==> src/rtl/scr1_dmem_initiator.sv <==
// scr1_dmem_initiator: standalone initiator on the SCR1 dmem req/ack/resp bus.
// Takes one command at a time and runs one dmem transaction for it.
// Returns read data or an error on a valid/ready result port.
// Optional feature: define SCR1_DMEM_INIT_TIMEOUT_EN to bound the wait for dmem_resp.
// The bound is TIMEOUT_CYCLES cycles.
module scr1_dmem_initiator #(
    parameter int unsigned TIMEOUT_CYCLES = 255
) (
    input  logic        clk,
    input  logic        rst_n,
    // command port
    input  logic        cmd_valid,
    output logic        cmd_ready,
    input  logic        cmd_write,
    input  logic [1:0]  cmd_width,
    input  logic [31:0] cmd_addr,
    input  logic [31:0] cmd_wdata,
    // dmem initiator port
    output logic        dmem_req,
    output logic        dmem_cmd,
    output logic [1:0]  dmem_width,
    output logic [31:0] dmem_addr,
    output logic [31:0] dmem_wdata,
    input  logic        dmem_req_ack,
    input  logic [31:0] dmem_rdata,
    input  logic [1:0]  dmem_resp,
    // result port
    output logic        rsp_valid,
    input  logic        rsp_ready,
    output logic        rsp_err,
    output logic        rsp_timeout,
    output logic [31:0] rsp_rdata
);

    typedef enum logic [1:0] {
        ST_IDLE,
        ST_REQ,
        ST_WAIT,
        ST_DONE
    } state_t;

    localparam logic [1:0] RESP_IDLE = 2'b00;
    localparam logic [1:0] RESP_OKAY = 2'b01;

    state_t state;

    // A zero limit would make the timeout fire before any response could arrive.
    if (TIMEOUT_CYCLES < 1) begin : g_param_check
        $error("scr1_dmem_initiator: TIMEOUT_CYCLES must be >= 1");
    end

    // Half accesses need a 2-byte aligned address and word accesses a 4-byte aligned one.
    // Width 2'b11 is never a legal access.
    function automatic logic is_misaligned(input logic [1:0] width, input logic [1:0] addr_lsb);
        logic bad;
        bad = 1'b1;
        case (width)
            2'b00:   bad = 1'b0;
            2'b01:   bad = addr_lsb[0];
            2'b10:   bad = |addr_lsb;
            default: bad = 1'b1;
        endcase
        return bad;
    endfunction

    logic cmd_bad;
    assign cmd_bad = is_misaligned(cmd_width, cmd_addr[1:0]);

`ifdef SCR1_DMEM_INIT_TIMEOUT_EN
    localparam int CNT_RAW = $clog2(TIMEOUT_CYCLES + 1);
    localparam int CNT_W   = (CNT_RAW < 8) ? 8 : ((CNT_RAW > 32) ? 32 : CNT_RAW);
    // The counter holds the idle WAIT cycles seen so far.
    // The timeout fires on the idle cycle that would bring it to TIMEOUT_CYCLES.
    localparam logic [CNT_W-1:0] CNT_LAST = CNT_W'(TIMEOUT_CYCLES - 1);

    logic [CNT_W-1:0] wait_cnt;
    logic             timeout_q;

    assign rsp_timeout = timeout_q;
`else
    assign rsp_timeout = 1'b0;
`endif

    // Transaction FSM; every port output is a register updated here.
    // NOTE: sequential state uses non-blocking assignments only.
    // Every register then updates from the same pre-edge values, whatever the statement order.
    always_ff @(posedge clk or negedge rst_n) begin
        if (!rst_n) begin
            state      <= ST_IDLE;
            cmd_ready  <= 1'b1;
            dmem_req   <= 1'b0;
            dmem_cmd   <= 1'b0;
            dmem_width <= 2'b00;
            dmem_addr  <= '0;
            dmem_wdata <= '0;
            rsp_valid  <= 1'b0;
            rsp_err    <= 1'b0;
            rsp_rdata  <= '0;
`ifdef SCR1_DMEM_INIT_TIMEOUT_EN
            wait_cnt   <= '0;
            timeout_q  <= 1'b0;
`endif
        end else begin
            case (state)
                ST_IDLE: begin
                    // cmd_ready is 1 whenever the FSM is idle, so cmd_valid alone is the handshake.
                    if (cmd_valid) begin
                        cmd_ready  <= 1'b0;
                        dmem_cmd   <= cmd_write;
                        dmem_width <= cmd_width;
                        dmem_addr  <= cmd_addr;
                        dmem_wdata <= cmd_wdata;
                        if (cmd_bad) begin
                            // Rejected locally; the responder never sees this access.
                            state     <= ST_DONE;
                            rsp_valid <= 1'b1;
                            rsp_err   <= 1'b1;
                            rsp_rdata <= '0;
                        end else begin
                            state    <= ST_REQ;
                            dmem_req <= 1'b1;
                        end
                    end
                end

                ST_REQ: begin
                    // The request is held with stable fields until the responder takes it.
                    if (dmem_req_ack) begin
                        state    <= ST_WAIT;
                        dmem_req <= 1'b0;
`ifdef SCR1_DMEM_INIT_TIMEOUT_EN
                        wait_cnt <= '0;
`endif
                    end
                end

                ST_WAIT: begin
                    if (dmem_resp == RESP_OKAY) begin
                        state     <= ST_DONE;
                        rsp_valid <= 1'b1;
                        rsp_err   <= 1'b0;
                        rsp_rdata <= dmem_cmd ? 32'h0 : dmem_rdata;
                    end else if (dmem_resp != RESP_IDLE) begin
                        state     <= ST_DONE;
                        rsp_valid <= 1'b1;
                        rsp_err   <= 1'b1;
                        rsp_rdata <= '0;
                    end else begin
`ifdef SCR1_DMEM_INIT_TIMEOUT_EN
                        if (wait_cnt == CNT_LAST) begin
                            state     <= ST_DONE;
                            rsp_valid <= 1'b1;
                            rsp_err   <= 1'b1;
                            timeout_q <= 1'b1;
                            rsp_rdata <= '0;
                        end else begin
                            wait_cnt <= wait_cnt + 1'b1;
                        end
`endif
                    end
                end

                ST_DONE: begin
                    if (rsp_ready) begin
                        state      <= ST_IDLE;
                        cmd_ready  <= 1'b1;
                        rsp_valid  <= 1'b0;
                        rsp_err    <= 1'b0;
                        rsp_rdata  <= '0;
                        dmem_cmd   <= 1'b0;
                        dmem_width <= 2'b00;
                        dmem_addr  <= '0;
                        dmem_wdata <= '0;
`ifdef SCR1_DMEM_INIT_TIMEOUT_EN
                        timeout_q  <= 1'b0;
`endif
                    end
                end

                default: state <= ST_IDLE;
            endcase
        end
    end

endmodule

==> config.mk <==
export PLATFORM = sky130hd
export DESIGN_NAME = scr1_dmem_initiator
export DESIGN_NICKNAME = d
export VERILOG_FILES = /design/src/rtl/scr1_dmem_initiator.sv
export SDC_FILE = /design/constraint.sdc
export NUM_CORES = 1
export LEC_CHECK = 0
export BUFFER_PORTS_ARGS = -buffer_cell sky130_fd_sc_hd__buf_2
export CELL_PAD_IN_SITES_DETAIL_PLACEMENT = 0
export CELL_PAD_IN_SITES_GLOBAL_PLACEMENT = 1
export CORE_MARGIN = 2
export CORE_UTILIZATION = 25
export CTS_CLUSTER_DIAMETER = 120
export DETAILED_ROUTE_END_ITERATION = 10
export HOLD_SLACK_MARGIN = 0.08
export PLACE_DENSITY_LB_ADDON = 0.1
export SETUP_SLACK_MARGIN = 0.3
export SYNTH_ARGS = -nofsm -noshare
export SYNTH_HDL_FRONTEND = slang
export SYNTH_SLANG_ARGS = --single-unit
==> constraint.sdc <==
create_clock -name clk -period 3 [get_ports clk]
set_input_delay 0.6 -clock clk [delete_from_list [all_inputs] [get_ports clk]]
set_output_delay 0.6 -clock clk [all_outputs]
set_load 0.1 [all_outputs]
==> results.json <==
{
  "run_status": "finished, final reports clean",
  "crit_cells": 7,
  "gp_congestion": 0.692,
  "fin_crit_ns": 2.31,
  "initial_core_util_pct": 25.5,
  "rows": 47,
  "path_class": "reg -> reg",
  "m1WireLength_microns": 5360,
  "avgViaCountPerCell": 4.22,
  "num_vias": 3201,
  "die_area_sq_um": 17900,
  "cts_tree": "done",
  "clockBufferDepth": 2,
  "rsz0062_at_grt": "no",
  "highest_layer": "met4",
  "crit_chain": "inv_1, ha_1, inv_1, o22ai_1, a2111o_2, buf_4, mux2_2",
  "path_common_cell": "inv_1",
  "endpoint": "rsp_err",
  "critPathTopFamily": "buffers and inverters",
  "core_sq_um": 16500,
  "synth-edff-count": 0,
  "post-place-cells": 743,
  "r2r-end": "rsp_err",
  "syn_to_final_growth_pct": 37.4,
  "cts_setup_buffers": 0,
  "wl_met3_microns": 1020,
  "slew_headroom_pct": 56.5,
  "power_density_nw_per_um2": 1280,
  "grt_max_degree": 51,
  "antenna_cells": 0,
  "fin_cells": 759,
  "syn_area_per_cell_sq_um": 12.8,
  "cp_data_required_time_ns": 3.22,
  "synth_seq_cells": 105,
  "end_kind": "flop",
  "fp.dieW_microns": 134,
  "remaining_drc_errors": 0,
  "critPathLaunchType": "flop",
  "antenna_found_initial": 0,
  "cts_resized": 0,
  "fillCellCount": 1702,
  "synth_ff_type": "dfrtp_1",
  "syn_nets": 442,
  "drt-initial-drc-count": 125,
  "yosysUniqueCellTypes": 29,
  "h-tree-depth": 3,
  "irDropWorstVdd_mv": 0.620,
  "drtAntennaViolNets": 0,
  "cap_viol_max_count": 0,
  "hold_path.class": "in -> async",
  "first_global_vias": 3381,
  "drive_gt1_share_pct": 44.2,
  "die_y_microns": 134,
  "fmax_ghz": 0.433,
  "r2r_slack_ns": 0.69,
  "synth_cells": 330,
  "drv_slew": 0,
  "fin_skew_ns": 0.00676,
  "period_share_pct": 77.0,
  "clk_pin_slew_worst_paths_ns": 0.07,
  "drt_pre_antenna_iters": 4,
  "overflow": 0,
  "routed_wl_microns": 11400,
  "tightest_slew_ns": 0.650,
  "crit_slowest_cell": "buf_4",
  "seq_area_frac_synth_pct": 62.3,
  "r2r_start": "state[1]",
  "cp_num_buf_inv": 3,
  "async_flop_share_pct": 100,
  "yosys_warnings": 0,
  "reg2reg_depth": 7,
  "clock_latency_ns": 0.34,
  "fin_setup_tns_ns": 0,
  "wire_per_inst_microns": 15.0,
  "wl_met2_microns": 4850,
  "cp-startpoint": "state[1]",
  "nets": 646,
  "cts.hold.buffers_added": 0,
  "setup_viol": 0,
  "max_stage_delay_ns": 0.46,
  "io_buffers": 208,
  "worstPathArrival_ns": 2.53,
  "path_max_fanout": 34,
  "syn_area_sq_um": 4220,
  "grt.total_usage_pct": 12.8,
  "cts_buffers": 9,
  "ios": 210,
  "power.leakage_nw": 3.17,
  "cts_root_buffer": "clkbuf_16",
  "grt_first_pass_wirelength_microns": 18000,
  "hpwl_microns": 8010,
  "clock-sinks": 105,
  "hold_viol_final": 0
}
==> state kept, by name, summed over array words and instances, names as in the netlist <==
name,flops
dmem_width,2
dmem_addr,32
rsp_valid,1
rsp_rdata,32
rsp_err,1
dmem_req,1
dmem_cmd,1
dmem_wdata,32
cmd_ready,1
state,2
==> how the worst min path moves through the flow <==
| stage | start | end | slack [ns] |
|---|---|---|---|
| finish | rst_n | rsp_rdata[14] | 0.19 |
| global route | rst_n | rsp_rdata[14] | 0.21 |
| CTS | rst_n | rsp_rdata[14] | 0.19 |
| detailed placement | dmem_wdata[28] | dmem_wdata[28] | 0.49 |
| global placement | dmem_addr[17] | dmem_addr[17] | 0.48 |
| floorplan | rst_n | dmem_addr[0] | 0.30 |
==> worst register-to-register path: cells and delay by family, from the launching register on <==
family / cells / cell delay [ns]
buffers and inverters: 3 / 0.73
adder cells (fa/ha/maj): 1 / 0.35
multiplexers: 1 / 0.41
AO/OA/AOI/OAI: 2 / 0.31
flip-flops: 1 / 0.41
==> where the power goes <==
group	total [mW]	leakage, nW	switching (mW)	internal, mW
logic	4.29	1.61	3.38	0.903
registers	1.95	1.41	0.185	1.77
clock network	1.21	0.149	0.534	0.672
total	7.45	3.17	4.10	3.34
==> cell families after synthesis <==
group           share of synthesized area, %
simple gates                            4.12
compound gates                          15.9
other cells                           0.0889
fa+ha+maj                               1.78
mux                                     8.83
buf+inv                                 7.03
flops                                   62.3
==> cell usage in the layout, fill, tap and decap left out, types with 2 or more instances in the layout <==
cell	n
o21ai_0	3
nor2_1	2
mux2_2	2
a22o_1	68
buf_12	2
buf_4	6
clkinv_2	2
clkbuf_16	9
inv_1	39
buf_2	207
mux2i_1	35
ha_1	6
dfrtp_1	104
nand2_1	34
==> metrics by stage <==
| stage | util, % | total power [mW] | hold WS, ns | setup slack [ns] | cell area (sq um) |
|---|---|---|---|---|---|
| after global routing | 35.1 | 7.81 | 0.209 | 0.531 | 5800 |
| after global placement | 33.2 | 6.29 | 0.483 | 0.654 | 5490 |
| after CTS | 35.1 | 7.54 | 0.186 | 0.669 | 5800 |
| after floorplan | - | 5.61 | 0.304 | 1.17 | 4220 |
| after detailed placement | 33.2 | 6.31 | 0.485 | 0.667 | 5490 |
| final | 35.1 | 7.45 | 0.187 | 0.691 | 5800 |
==> cells in the mapped netlist (all sizes together) (2+ instances only) <==
master,number,share of area (%)
dfrtp,104,62
a22o,68,14
inv,39,3.5
mux2i,35,8.3
nand2,34,3.0
buf,13,2.8
clkbuf,9,0.80
ha,6,1.8
o21ai,4,0.47
mux2,2,0.53
nor2,2,0.18
nor3,2,0.24
==> area by class of cell <==
type / instances / area (sq um) / share of cell area [%]
clock buffers: 10 / 239 / 4.12
clock inverters: 6 / 65.1 / 1.12
inverters: 39 / 146 / 2.53
multi-input cells: 164 / 1320 / 22.8
well taps: 220 / 275 / 4.75
repair buffers: 215 / 1120 / 19.3
flip-flops and latches: 105 / 2630 / 45.3
==> layer usage <==
metal  vias up  GRT usage, %
li1       1544             -
met1      1513          17.3
met2       132          18.9
met3        12          4.35
met4         0          5.02
met5         -             0
Power figures use the tool's default switching activity.
